**src/rtl/id_hazard_ctrl.sv**
```systemverilog
// Decode-stage hazard and branch-resolution controller: load-use and branch-operand
// stalls, ID comparator forwarding selects, taken-branch redirect/flush and perf counters.
module id_hazard_ctrl #(
  parameter int CNT_W = 16
) (
  input  logic             clk,
  input  logic             rst,
  input  logic [4:0]       id_rs,
  input  logic [4:0]       id_rt,
  input  logic             id_uses_rs,
  input  logic             id_uses_rt,
  input  logic             id_branch,
  input  logic             id_zero,
  input  logic [4:0]       ex_rd,
  input  logic             ex_reg_write,
  input  logic             ex_mem_read,
  input  logic [4:0]       mem_rd,
  input  logic             mem_reg_write,
  input  logic             mem_mem_read,
  input  logic [4:0]       wb_rd,
  input  logic             wb_reg_write,
  output logic             pc_write,
  output logic             ifid_write,
  output logic             idex_bubble,
  output logic             ifid_flush,
  output logic             pc_src,
  output logic [1:0]       fwd_a_id,
  output logic [1:0]       fwd_b_id,
  output logic [CNT_W-1:0] stall_count,
  output logic [CNT_W-1:0] flush_count
);

  typedef enum logic {RUN = 1'b0, STALL = 1'b1} state_t;

  localparam logic [CNT_W-1:0] CNT_ONE = {{(CNT_W-1){1'b0}}, 1'b1};

  state_t           state_q, state_d;
  logic [CNT_W-1:0] stall_count_q, stall_count_d;
  logic [CNT_W-1:0] flush_count_q, flush_count_d;

  logic ex_rs_hit, ex_rt_hit, mem_rs_hit, mem_rt_hit, wb_rs_hit, wb_rt_hit;
  logic ex_hit, mem_hit;
  logic [1:0] need;
  logic stall;

  // $0 is hard-wired, so a write to it never creates a dependency
  assign ex_rs_hit  = ex_reg_write  && (ex_rd  != 5'd0) && (ex_rd  == id_rs) && id_uses_rs;
  assign ex_rt_hit  = ex_reg_write  && (ex_rd  != 5'd0) && (ex_rd  == id_rt) && id_uses_rt;
  assign mem_rs_hit = mem_reg_write && (mem_rd != 5'd0) && (mem_rd == id_rs) && id_uses_rs;
  assign mem_rt_hit = mem_reg_write && (mem_rd != 5'd0) && (mem_rd == id_rt) && id_uses_rt;
  assign wb_rs_hit  = wb_reg_write  && (wb_rd  != 5'd0) && (wb_rd  == id_rs) && id_uses_rs;
  assign wb_rt_hit  = wb_reg_write  && (wb_rd  != 5'd0) && (wb_rd  == id_rt) && id_uses_rt;
  assign ex_hit     = ex_rs_hit || ex_rt_hit;
  assign mem_hit    = mem_rs_hit || mem_rt_hit;

  // Load in EX feeding a branch is the only case needing two bubbles
  always_comb begin
    need = 2'd0;
    if (ex_mem_read && ex_hit) begin
      need = id_branch ? 2'd2 : 2'd1;
    end else if (id_branch && ex_hit) begin
      need = 2'd1;
    end else if (id_branch && mem_mem_read && mem_hit) begin
      need = 2'd1;
    end
  end

  // A load in MEM has no data yet, so it never forwards to the comparator
  always_comb begin
    fwd_a_id = 2'b00;
    fwd_b_id = 2'b00;
    if (!rst) begin
      if (mem_rs_hit && !mem_mem_read) fwd_a_id = 2'b01;
      else if (wb_rs_hit)              fwd_a_id = 2'b10;
      if (mem_rt_hit && !mem_mem_read) fwd_b_id = 2'b01;
      else if (wb_rt_hit)              fwd_b_id = 2'b10;
    end
  end

  always_comb begin
    state_d     = state_q;
    pc_write    = 1'b0;
    ifid_write  = 1'b0;
    idex_bubble = 1'b1;
    ifid_flush  = 1'b0;
    pc_src      = 1'b0;
    stall       = 1'b0;
    if (rst) begin
      state_d    = RUN;
      ifid_flush = 1'b1;
    end else begin
      case (state_q)
        RUN: begin
          if (need != 2'd0) begin
            stall = 1'b1;
            if (need == 2'd2) state_d = STALL;
          end else begin
            pc_write    = 1'b1;
            ifid_write  = 1'b1;
            idex_bubble = 1'b0;
            if (id_branch && id_zero) begin
              pc_src     = 1'b1;
              ifid_flush = 1'b1;
            end
          end
        end
        STALL: begin
          stall   = 1'b1;
          state_d = RUN;
        end
        default: state_d = RUN;
      endcase
    end
  end

  always_comb begin
    stall_count_d = stall_count_q;
    flush_count_d = flush_count_q;
    if (rst) begin
      stall_count_d = '0;
      flush_count_d = '0;
    end else begin
      if (stall && !(&stall_count_q))      stall_count_d = stall_count_q + CNT_ONE;
      if (ifid_flush && !(&flush_count_q)) flush_count_d = flush_count_q + CNT_ONE;
    end
  end

  always_ff @(posedge clk) begin
    if (rst) begin
      state_q       <= RUN;
      stall_count_q <= '0;
      flush_count_q <= '0;
    end else begin
      state_q       <= state_d;
      stall_count_q <= stall_count_d;
      flush_count_q <= flush_count_d;
    end
  end

  assign stall_count = stall_count_q;
  assign flush_count = flush_count_q;

endmodule

```
**config.mk**
```make
export PLATFORM = sky130hd
export DESIGN_NAME = id_hazard_ctrl
export DESIGN_NICKNAME = d
export VERILOG_FILES = /design/src/rtl/id_hazard_ctrl.sv
export SDC_FILE = /design/constraint.sdc
export NUM_CORES = 1
export LEC_CHECK = 0
export ABC_AREA = 0
export CAP_MARGIN = 20
export CORE_ASPECT_RATIO = 0.7
export CORE_MARGIN = 3
export CORE_UTILIZATION = 46
export CTS_CLUSTER_DIAMETER = 100
export DETAILED_ROUTE_END_ITERATION = 7
export GPL_TIMING_DRIVEN = 0
export PLACE_DENSITY = 0.88
export RECOVER_POWER = 25
export SLEW_MARGIN = 20
export SYNTH_ARGS = -nofsm -noshare
export SYNTH_HDL_FRONTEND = slang
export SYNTH_SLANG_ARGS = --single-unit
export TNS_END_PERCENT = 10
```
**constraint.sdc**
```tcl
create_clock -name clk -period 4.4 [get_ports clk]
set_input_delay 1.32 -clock clk [delete_from_list [all_inputs] [get_ports clk]]
set_output_delay 1.32 -clock clk [all_outputs]
set_load 0.05 [all_outputs]
```
Word-level counts from Yosys, hierarchy flattened. Index checks and enable logic that the tools add are counted.

$add $sub $neg: 2. Eq/ne operators: 7. Multiplexer cells: 26. Bitwise gates (word level): 1. Reduce and logical (&&, ||, !) cells: 35.

Operators by type and width (number): $add 16x1->16 const B (2); $reduce_and 16->1 (2); $eq 5x5->1 (6); $logic_and 1x1->1 (24); $mux 1 (16); $mux 2 (8); $reduce_bool 5->1 (3); $pmux 1 s2 (2); $logic_not 1->1 (3); $eq 2x2->1 const B (1); $logic_or 1x1->1 (2); $reduce_bool 2->1 (1); $not 1->1 (1).

Bits in registers: 33. Input bits: 36. Output and inout port bits: 41.

Longest topological paths before layout.
Depth in word-level cells: 14. Gate-level depth with buffers: 9. Depth with buffers taken out: 7.

Worst setup path after synthesis. Ideal clock, no wire load.

Path type: input to output. Start: input port ex_rd[1]. End: output port pc_src. Arrival time: 5.742 ns. Setup slack: -2.662 ns. Stages: 6. Path buffers: 0. Path through: or4_1 -> o21a_1 -> and3_1 -> nor4b_1 -> inv_1 -> nor2_1.

Cells in the longest elaborated chain, start to end: 12. Elaborated cells between the ends (all ways): 17. Classes of those cells: 2 x eq/ne; 5 x mux; 10 x reduce/logical.

Ends and longest elaborated chain: from (decl) (line 14) `input logic [4:0] ex_rd,`; $reduce_bool 5->1 (line 47, 48); $logic_and 1x1->1 (line 47, 48); $logic_and 1x1->1 (on tied branches) (2 in series) (line 47, 48); $logic_or 1x1->1 (*) (line 53) `assign ex_hit = ex_rs_hit || ex_rt_hit;`; $logic_and 1x1->1 (line 61) `end else if (id_branch && ex_hit) begin`; $mux 1 (line 61); $mux 2 (*) (line 59) `if (ex_mem_read && ex_hit) begin`; $reduce_bool 2->1 (*) (line 94) `if (need != 2'd0) begin`; $mux 1 (*) (line 94); $mux 1 (*) (line 92) `case (state_q)`; $mux 1 (*) (line 88) `if (rst) begin`; to (decl) (line 26) `output logic pc_src,`.

Every way passes the cells marked *; elsewhere a longest branch is shown, timed or not.

Final worst setup path.
Start: input port id_rs[1]. End: output port pc_write.

Cells in the longest elaborated chain, start to end: 12. Elaborated cells between the ends (all ways): 18. Classes of those cells: 2 x eq/ne; 6 x mux; 10 x reduce/logical.

Ends and longest elaborated chain: from (decl) (line 8) `input logic [4:0] id_rs,`; $eq 5x5->1 (line 49) `assign mem_rs_hit = mem_reg_write && (mem_rd != 5'd0) && (mem_rd == id_rs) && id_uses_rs;`; $logic_and 1x1->1 (2 in series) (line 49); $logic_or 1x1->1 (line 54) `assign mem_hit = mem_rs_hit || mem_rt_hit;`; $logic_and 1x1->1 (line 63) `end else if (id_branch && mem_mem_read && mem_hit) begin`; $mux 1 (line 63); $mux 1 (line 61); $mux 2 (*) (line 59); $reduce_bool 2->1 (*) (line 94); $mux 1 (*) (line 94); $mux 1 (*) (line 92); $mux 1 (*) (line 88); to (decl) (line 22) `output logic pc_write,`.

Marked as above.

==> key figures <==
Worst hold path
  – Hold depth: 2
  – Hold EP: flush_count[5]$_SDFFE_PP0P_
  – Worst hold path class: reg2reg
  – Critical hold path startpoint: flush_count[5]$_SDFFE_PP0P_

STA
  – Final Hold Fails: 0
  – Setup TNS: -6.73 ps
  – Max Slew Vio Count: 0
  – # setup viols final: 2
  – Period utilization: 100%
  – Min Tclk post-route: 4400 ps
  – Worst-margin pin slew: 684 ps
  – RSZ-0062 raised after global routing: true
  – Final worst slack: -3.61 ps
  – Headroom to the max-slew limit: 54.0%
  – Fin Clk Skew: 5.09 ps
  – Fmax: 227 MHz

Clock network
  – Clk_lat worst skew: 290 ps
  – Clock Root Buffer: clkbuf_8
  – CTS max path bufs: 2
  – CTS clock-pin slew for the worst setup and hold paths: 70 ps
  – CTS buffer count: 5
  – TritonCTS clock tree: built
  – H-Tree Depth: 2
  – Clock sink total: 33

Routing
  – First-pass iteration count of the detailed router: 5
  – Post-DR vias/cell: 6.23
  – Routed vias: 2,637
  – Residual DRC: 0
  – Routed wire length: 7410 um
  – WL per Instance: 17.5 um
  – DR iter-0 viols: 296
  – Routed Antenna Nets: 0

Floorplan
  – Top-level port count: 77
  – Core area: 4500 um^2
  – Die width: 89.1 um
  – # rows: 20
  – Die height: 64.2 um
  – Die area: 5710 um^2
  – Initial Utilization: 49.3%

Yosys
  – Syn Inst Count: 274
  – Post-synth EDFFs: 0
  – FF+latch count, synth: 33
  – Yosys warns: 0
  – Seq/Total Area, Yosys: 29.7%
  – Top FF cell, synth: dfxtp_1
  – Post-synth ARST share: 0%
  – Post-synthesis cell area: 2220 um^2
  – Net Count, Synth: 312
  – Syn avg cell area: 8.11 um^2
  – Netlist cell types: 41

Setup path
  – Data required, critical path: 3080 ps
  – WP buf/inv: 4
  – Slowest Stage Delay on Critical Path: 310 ps
  – R2r setup slk: 1420 ps
  – Critical path class: in2out
  – Worst Setup SP: id_rs[1]
  – Crit Reg-Reg Startpoint: flush_count[2]$_SDFFE_PP0P_
  – Worst r2r path cells: 8
  – Slowest-stage cell, CP: dlygate4sd2_1
  – Crit start category: primary input
  – Crit-path cells: dlygate4sd2_1 > xor2_1 > nor4_2 > nand3_1 > buf_4 > a211oi_4 > nor4b_4 > buf_4 > buf_6
  – Arrival time at the worst endpoint: 3080 ps
  – Critical path peak fanout: 3
  – RR Endpoint: flush_count[7]$_SDFFE_PP0P_
  – Crit-path leading delay family: buffers and inverters
  – Most Frequent Cell on Critical Path: buf_4
  – Setup crit end kind: primary output

Global route
  – First-pass GRT wire length: 12,000 um
  – GRT overflow: 0
  – Overall routing resource usage: 26.9%
  – Antenna violations before repair: 0
  – Vias in the first global route: 2,402
  – Largest net degree at the start of global routing: 11

Cells and area
  – Antenna diode count: 0
  – Share of layout cells above drive strength 1: 19.8%
  – Nets: 406
  – Area grow syn2layout: 46.6%

Power and ir drop
  – Leakage power: 0.00119 uW
  – Max VDD drop: 0.120 mV
  – Power consumption: 672 uW
  – Power Density: 206 nW/um^2

Status
  – Status: finished with violations
  – Failing checks: setup timing

Place
  – Routability Congestion: 0.870
  – Port buffer count: 76
  – DP HPWL: 5470 um

Job
  – Max cap viols: 0
synthesized netlist by cell type (2+ instances only):
library cell	number	area (um^2)
dfxtp_1	33	661
a21oi_1	16	80.1
nand3_1	16	80.1
nor4_1	16	100
xor2_1	16	140
nor2_1	15	56.3
or4_1	15	113
nand2_1	14	52.6
xnor2_1	14	123
clkbuf_1	13	48.8
mux2_2	10	113
inv_1	9	33.8
nor2b_1	9	56.3
o31ai_1	9	67.6
nor3_1	8	40.0
nand4_1	7	43.8
or3_1	7	43.8
o21a_1	6	45.0
o21ai_0	6	30.0
and3_1	5	31.3
o41ai_1	3	26.3
a211oi_1	2	15.0
and4_1	2	17.5
buf_2	2	10.0
ha_1	2	25.0
o211ai_1	2	15.0
o311ai_0	2	17.5
or2_2	2	12.5
power breakdown:
| part | internal (uW) | switching, uW | total (uW) |
|---|---|---|---|
| sequential | 300 | 1.62 | 302 |
| combinational | 59.9 | 75.8 | 136 |
| clock | 124 | 110 | 234 |
metrics by stage:
step | cell area [um^2] | setup slack (ps) | hold WS, ps | std cells | util, %
finish | 3260 | -3.61 | 508 | 423 | 72.3
global route | 3260 | -119 | 544 | 423 | 72.3
CTS | 3210 | -48.0 | 508 | 419 | 71.4
detailed placement | 3070 | -1450 | 496 | 405 | 68.3
global placement | 3070 | -1420 | 483 | 405 | 68.3
floorplan | 2240 | -759 | 601 | 274 | -
worst max path at each step:
| stage | end | cells past startpoint | slack, ps |
|---|---|---|---|
| floorplan | pc_src | 6 | -760 |
| global placement | ifid_flush | 10 | -1420 |
| detailed placement | ifid_flush | 9 | -1450 |
| CTS | ifid_flush | 9 | -50 |
| global route | idex_bubble | 9 | -120 |
| finish | pc_write | 9 | -4 |
worst min-delay path: stages, from the launching register on:
cell and delay, ps:
dfxtp_1 330, o31ai_1 70, a21oi_1 60
area by class of cell:
type                            count  area (um^2)
Multi-Input combinational cell    216         1540
Fill cell                         360         1250
Timing Repair Buffer               88          796
Sequential cell                    33          661
Clock buffer                        7         86.3
Buffer                             15         75.1
Tap cell                           55         68.8
Inverter                            9         33.8
metal layers:
layer  routed length [um]  global-route usage [%]
met5                    0                       0
met4                   81                    4.65
met3                  485                    6.31
met2                 3360                    39.5
met1                 3480                    40.2
cells by family (layout without fill, tap and decap cells):
group                    after synthesis  in the layout  synth area share [%]
AO/OA/AOI/OAI                         52             52                  15.8
flip-flops                            33             33                  29.7
buffers and inverters                 25            119                  4.50
adder cells (fa/ha/maj)                2              2                  1.13
AND/OR/NAND/NOR                      122            122                  31.9
multiplexers                          10             10                  5.07
XOR/XNOR                              30             30                  11.8
cells in the final DEF (no fill, tap or decap), types with 3 or more instances in the layout:
master and count:
dfxtp_1 33, clkdlybuf4s50_1 32, xor2_1 16, a21oi_1 16, nand3_1 15, or4_1 15
dlygate4sd3_1 15, nor4_1 14, xnor2_1 14, nor2_1 14, nand2_1 13, buf_4 13
clkbuf_1 10, mux2_2 10, buf_2 9, nor2b_1 9, o31ai_1 9, dlygate4sd2_1 8
nand4_1 7, inv_1 7, clkbuf_8 7, nor3_1 7, or3_1 7, clkbuf_2 6
o21a_1 6, o21ai_0 6, buf_6 4, and3_1 3, o41ai_1 3, clkbuf_4 3
registers in the layout (all words and copies together), names as in the netlist:
name / count
flush_count: 16
stall_count: 16
state_q: 1
repair_timing:
action,CTS,global route
cloned,0,0
setup endpoints to repair,9,9
pin swaps,12,10
resized for setup,105,29
hold buffers,0,0
buffers inserted,8,4
Note: power is estimated with default switching activity, not from simulation.
